`config.mk`:
```
export PLATFORM = sky130hd
export DESIGN_NAME = multiword_add_sequencer
export DESIGN_NICKNAME = d
export VERILOG_FILES = /design/src/rtl/multiword_add_sequencer.sv
export SDC_FILE = /design/constraint.sdc
export NUM_CORES = 1
export LEC_CHECK = 0
export BUFFER_PORTS_ARGS = -buffer_cell sky130_fd_sc_hd__buf_2
export CAP_MARGIN = 20
export CORE_MARGIN = 2
export CORE_UTILIZATION = 49
export DETAILED_ROUTE_END_ITERATION = 7
export MAX_ROUTING_LAYER = met4
export PLACE_DENSITY = 0.85
export SLEW_MARGIN = 5
export SYNTH_ARGS = -nofsm -noshare
export SYNTH_HDL_FRONTEND = slang
export SYNTH_SLANG_ARGS = --single-unit
```
`constraint.sdc`:
```
create_clock -name clk -period 9.08 [get_ports clk]
set_input_delay 1.362 -clock clk [delete_from_list [all_inputs] [get_ports clk]]
set_output_delay 1.362 -clock clk [all_outputs]
set_load 0.02 [all_outputs]
```
`src/rtl/multiword_add_sequencer.sv`:
```
// Word-serial wide-integer add/subtract: operand words arrive LSW-first, the carry is chained
// between words in a register, and one registered sum word is returned per accepted pair.
module multiword_add_sequencer #(
    parameter int DATA_WIDTH = 32,
    parameter int CNT_W      = 8
) (
    input  logic                  clk,
    input  logic                  rst_n,
    input  logic                  in_valid,
    output logic                  in_ready,
    input  logic [DATA_WIDTH-1:0] in_a,
    input  logic [DATA_WIDTH-1:0] in_b,
    input  logic                  in_first,
    input  logic                  in_last,
    input  logic                  in_sub,
    input  logic                  in_cin,
    output logic                  out_valid,
    input  logic                  out_ready,
    output logic [DATA_WIDTH-1:0] out_sum,
    output logic [CNT_W-1:0]      out_idx,
    output logic                  out_last,
    output logic                  out_cout,
    output logic                  out_ovf,
    output logic                  proto_err
);

    // Handshake: a word pair moves on in_valid & in_ready, a result on out_valid & out_ready.
    // in_ready = ~out_valid | out_ready, so the single output register gives full throughput.

    localparam logic [0:0] IDLE = 1'b0;
    localparam logic [0:0] RUN  = 1'b1;

    logic [0:0]            state_q;
    logic                  carry_q;
    logic                  sub_q;
    logic [CNT_W-1:0]      idx_q;

    logic                  xfer;
    logic                  first_eff;
    logic                  sub_eff;
    logic                  carry_in;
    logic [DATA_WIDTH-1:0] b_eff;
    logic [DATA_WIDTH:0]   core_res;
    logic [CNT_W-1:0]      idx_base;
    logic [CNT_W-1:0]      idx_next;
    logic                  err_now;

    assign in_ready  = ~out_valid | out_ready;
    assign xfer      = in_valid & in_ready;
    assign first_eff = in_first | (state_q == IDLE);
    assign sub_eff   = first_eff ? in_sub : sub_q;
    assign carry_in  = first_eff ? (sub_eff | in_cin) : carry_q;
    assign b_eff     = in_b ^ {DATA_WIDTH{sub_eff}};

    // Adder core: one DATA_WIDTH-bit add with carry in and carry out.
    assign core_res = {1'b0, in_a} + {1'b0, b_eff} + {{DATA_WIDTH{1'b0}}, carry_in};

    assign idx_base = first_eff ? '0 : idx_q;
    assign idx_next = (&idx_base) ? idx_base : idx_base + CNT_W'(1);

    // A lone continuation word, a restart inside an open operation, or running past the
    // last representable index are all protocol violations; the word is still processed.
    assign err_now = (~in_first & (state_q == IDLE))
                   | (in_first & (state_q == RUN))
                   | ((&idx_base) & ~in_last);

    always_ff @(posedge clk) begin
        if (!rst_n) begin
            state_q   <= IDLE;
            carry_q   <= 1'b0;
            sub_q     <= 1'b0;
            idx_q     <= '0;
            out_valid <= 1'b0;
            out_sum   <= '0;
            out_idx   <= '0;
            out_last  <= 1'b0;
            out_cout  <= 1'b0;
            out_ovf   <= 1'b0;
            proto_err <= 1'b0;
        end else begin
            if (xfer) begin
                state_q   <= in_last ? IDLE : RUN;
                carry_q   <= core_res[DATA_WIDTH];
                sub_q     <= sub_eff;
                idx_q     <= idx_next;
                out_valid <= 1'b1;
                out_sum   <= core_res[DATA_WIDTH-1:0];
                out_idx   <= idx_base;
                out_last  <= in_last;
                out_cout  <= core_res[DATA_WIDTH];
                out_ovf   <= (in_a[DATA_WIDTH-1] == b_eff[DATA_WIDTH-1])
                           & (core_res[DATA_WIDTH-1] != in_a[DATA_WIDTH-1]);
                if (err_now) begin
                    proto_err <= 1'b1;
                end
            end else if (out_ready) begin
                out_valid <= 1'b0;
            end
        end
    end

endmodule

```
# After elaboration in Yosys (flattened, before gate mapping)
# Index checks and enable logic that the tools add are counted.
# word_totals
memories	0
ff_bits	55
ramBits	0
mem_bits_ro	0
latch_bits	0
out_inout_bits	46
inputBits	72
word_cells	40
# op_classes
n_mux	7
magnitude_cmp	0
reduce_logical	3
n_eq_ne	2
n_mul	0
div	0
shifts	0
bitwise	15
n_addsub	3
# ops
operator	count
32-bit by 32-bit adder with 33-bit output	1
33-bit by 1-bit adder with 33-bit output	1
32-bit bitwise XOR	1
8-bit two-way mux	2
8-bit by 1-bit adder with 8-bit output, second input constant	1
8-bit AND reduction	1
1-bit bitwise AND	5
1-bit two-way mux	5
1-bit OR	5
1-bit NOT	4
2-bit AND reduction	1
2-bit nonzero test	1
1-bit equality test	1
1-bit inequality test	1

# Depth between registers and ports, before layout
# logic_depth
depth_word	8
ltp_mapped	17

# Least setup slack after synthesis
# Ideal clock, no wire load.
# synth_timing
path_type	input-to-reg
startpoint	input in_first
endpoint	register out_sum[30]
required_time_ns	9.018
slack_ns	4.250
stages	16
setup_time_ns	0.062
arrival_ns	4.768
n_path_buf	1
path_cell_list	inv_1 > ha_1 > mux2i_1 > clkbuf_1 > xnor2_1 > fa_1 > inv_1 > fa_1 > nor2b_1 > o2111ai_1 > a31oi_2 > o31ai_1 > a21oi_1 > o211ai_1 > a211o_1 > nand3_1
# synth_via
elab_chain_len	5
# synth_lines
element	line	source
start, declared	13	input logic in_first,
1-bit OR (*)	50	assign first_eff = in_first | (state_q == IDLE);
1-bit two-way mux	51	assign sub_eff = first_eff ? in_sub : sub_q;
32-bit bitwise XOR / 1-bit OR (equally long branches)	53, 52	
32-bit by 32-bit adder with 33-bit output / 1-bit two-way mux (equally long branches)	56, 52	
33-bit by 1-bit adder with 33-bit output (*)	56	assign core_res = {1'b0, in_a} + {1'b0, b_eff} + {{DATA_WIDTH{1'b0}}, carry_in};
end signal, assigned	87	out_sum <= core_res[DATA_WIDTH-1:0];
end, declared	19	output logic [DATA_WIDTH-1:0] out_sum,
# Every way passes the cells marked *; elsewhere a longest branch is shown, timed or not.
# A chain may end at the register's enable or synchronous reset.

# Worst setup path in the final report
# Ends and elaborated chain as after synthesis.

==> reports/qor.yml <==
setup_path:
  cp-end-kind: "flip-flop"
  cpPeakStageDelay_ns: 0.66
  crit_required_ns: 9.34
  path_max_fanout: 24
  critPathArrivalTime_ns: 5.78
  r2r-end: "out_sum[30]"
  criticalPathCategory: "input port to flip-flop"
  r2r-start: "state_q"
  crit_chain: "buf_2 -> inv_1 -> ha_1 -> mux2i_4 -> buf_4 -> xnor2_1 -> fa_1 -> inv_1 -> fa_1 -> nor2b_1 -> o2111ai_1 -> a31oi_2 -> o31ai_1 -> a21oi_1 -> o211ai_1 -> a211o_1 -> nand3_1"
  critPathSlowestCell: "ha_1"
  reg2reg_depth: 15
  rrSetupSlack_ns: 4.39
  start_kind: "input port"
detailed_routing:
  totalWireLength_mm: 10.9
  wl_per_cell_um: 14.7
  drtPass1Iterations: 4
  ant_nets: 0
  num_vias: 4177
  drc: 0
  drtIter0Drc: 189
  viasPerCell: 5.61
logic_synthesis:
  syn_area_per_cell_um2: 7.97
  dominantRegCellSynth: "dfxtp_1"
  synth_area_um2: 4260
  synthCells: 535
  synth_seq_cells: 55
  ys_types: 58
  ys_seq_area_frac: 0.258
  async_flop_share: 0
  synth_edf_count: 0
  synth_warnings: 0
  syn-num-nets: 642
clock_tree:
  cts_tree: "yes"
  cts_setup_buffers: 0
  clk_pin_slew_ns: 0.11
  clk_root_buffer_cell: "clkbuf_8"
  cts.sinks: 55
  htreeDepth: 2
  cts_buffers: 5
  cts_resized: 0
  cts_buffer_depth: 2
  cts_hold_buf: 0
  insertion_delay_ns: 0.32
die:
  core_area_um2: 8590
  num_rows: 34
  dieHeight_um: 97.3
  fp.dieW_um: 97.3
  start_util: 0.496
  ios: 118
  dieArea_um2: 9460
finish:
  diodes: 0
  fin_nets: 742
  area_delta_synth_final_pct: 17.5
  drive_above_1_share: 0.233
  final_cell_mix: "buf_2 (117), nand2_1 (88), dfxtp_1 (55)"
  fin_util: 0.583
  final_common_cell: "buf_2"
timing:
  maxSlewHeadroom: 0.479
  finClkSkew_ns: 0.0108
  tightest_slew_ns: 0.782
  period_needed_ns: 5.51
  holdWs_ns: 0.466
  setup-violations-final: 0
  fmax_mhz: 181
  rsz0062_at_grt: "no"
  fin_crit_sh: 0.607
  finalSetupTns_ns: 0
  slew_viol_final: 0
  hold_viol_final: 0
place:
  hpwl_mm: 8.68
  port-buffer-count: 117
  place.gp.congestion: 0.927
global_route:
  grtUsageTotal: 0.233
  grt_pass1_vias: 4120
  grt_antenna_before_repair: 0
  grt_max_degree: 46
  gr-total-overflow: 0
  grt_first_pass_wirelength_mm: 18.2
pwr:
  peakVddDrop_mv: 0.0825
  power.density_nw_per_um2: 162
  leakage_nw: 2.24
hold_path:
  worstHoldPathCells: 2
  worstHoldStart: "out_idx[4]"
  holdPathEnd: "out_idx[4]"
  min_path_type: "flip-flop to flip-flop"
status:
  outcome: "complete, no violations"
flow_run:
  drv_cap: 0
[synth_stat cells (all sizes together), types with 2 or more instances]
| library cell | instances | area (um2) |
|---|---|---|
| o31ai | 3 | 22.5 |
| a21oi | 32 | 171 |
| o21a | 5 | 37.5 |
| a211o | 3 | 26.3 |
| nor2 | 27 | 101 |
| nand3 | 12 | 60.1 |
| dfxtp | 55 | 1100 |
| o211a | 5 | 50.1 |
| a311oi | 3 | 43.8 |
| nor2b | 5 | 31.3 |
| o21ai | 50 | 258 |
| a31oi | 8 | 71.3 |
| a211oi | 2 | 15.0 |
| nor3 | 8 | 45.0 |
| a21boi | 17 | 128 |
| xnor2 | 46 | 403 |
| o211ai | 6 | 45.0 |
| a21o | 11 | 82.6 |
| and2 | 21 | 131 |
| or2 | 3 | 18.8 |
| xor2 | 12 | 105 |
| a22oi | 3 | 22.5 |
| o21bai | 2 | 15.0 |
| inv | 10 | 37.5 |
| fa | 2 | 40.0 |
| ha | 33 | 413 |
| o2111ai | 2 | 35.0 |
| nand2 | 90 | 343 |
| a2bb2oi | 2 | 23.8 |
| nand4 | 7 | 43.8 |
| mux2i | 6 | 60.1 |
| buf | 2 | 10.0 |
| nand2b | 3 | 18.8 |
| clkbuf | 25 | 93.8 |
| and3 | 3 | 18.8 |
[metal layers]
metal,GRT usage,vias to the layer above,wire length (um),share of wire
li1,-,2088,-,-
met1,0.282,1939,4710,0.43
met2,0.408,132,5450,0.50
met3,0.0230,18,519,0.048
met4,0.0748,0,242,0.022
met5,-,-,0,0
[final cells by class]
type | instances | area (um2)
clock inverters | 3 | 23.8
fillers | 782 | 3590
flip-flops and latches | 55 | 1100
well taps | 108 | 135
multi-input cells | 443 | 3030
inverters | 10 | 37.5
clock buffers | 5 | 68.8
repair buffers | 120 | 608
[metrics by stage]
step | instances | setup WS [ns] | area (um2) | total power (W)
finish | 744 | 3.57 | 5010 | 0.000811
global route | 744 | 3.29 | 5010 | 0.000864
CTS | 744 | 3.54 | 5010 | 0.000813
detailed placement | 736 | 3.24 | 4910 | 0.000672
global placement | 736 | 3.47 | 4910 | 0.000660
floorplan | 535 | 4.25 | 4260 | 0.000568
[worst max-delay path: cells and delay by family]
family | cells | cell delay (ns)
compound gates | 6 | 1.39
fa+ha+maj | 3 | 1.29
buf+inv | 4 | 0.67
mux | 1 | 0.60
simple gates | 2 | 0.26
xor+xnor | 1 | 0.20
[how the worst max path moves through the flow]
stage,start,to,slack [ns]
after global routing,in_first,carry_q,3.29
final,in_first,out_sum[30],3.57
after CTS,in_first,out_sum[30],3.54
after detailed placement,in_first,out_sum[30],3.24
after global placement,in_first,out_sum[30],3.47
after floorplan,in_first,out_sum[30],4.25
[kinds of logic (layout without fill, tap and decap cells)]
family          count (synthesis)  in the layout  share of synthesized area
buf+inv                        37            138                     0.0332
flops                          55             55                      0.258
xor+xnor                       58             58                      0.119
mux                             6              6                     0.0141
simple gates                  180            180                      0.192
compound gates                164            164                      0.277
fa+ha+maj                      35             35                      0.106
[state kept, by name (all words and copies together), names as in the netlist]
name / count
out_sum: 32
idx_q: 8
carry_q: 1
out_ovf: 1
out_valid: 1
state_q: 1
out_last: 1
sub_q: 1
proto_err: 1
out_idx: 8
[power by group]
part           leakage [nW]  total (W)  switching (W)  internal (W)
logic                  1.75   0.000389       0.000232      0.000157
registers             0.451   0.000280      0.0000144      0.000266
clock network        0.0408   0.000141      0.0000859     0.0000554
total                  2.24   0.000811       0.000332      0.000479
Power figures use the tool's default switching activity.
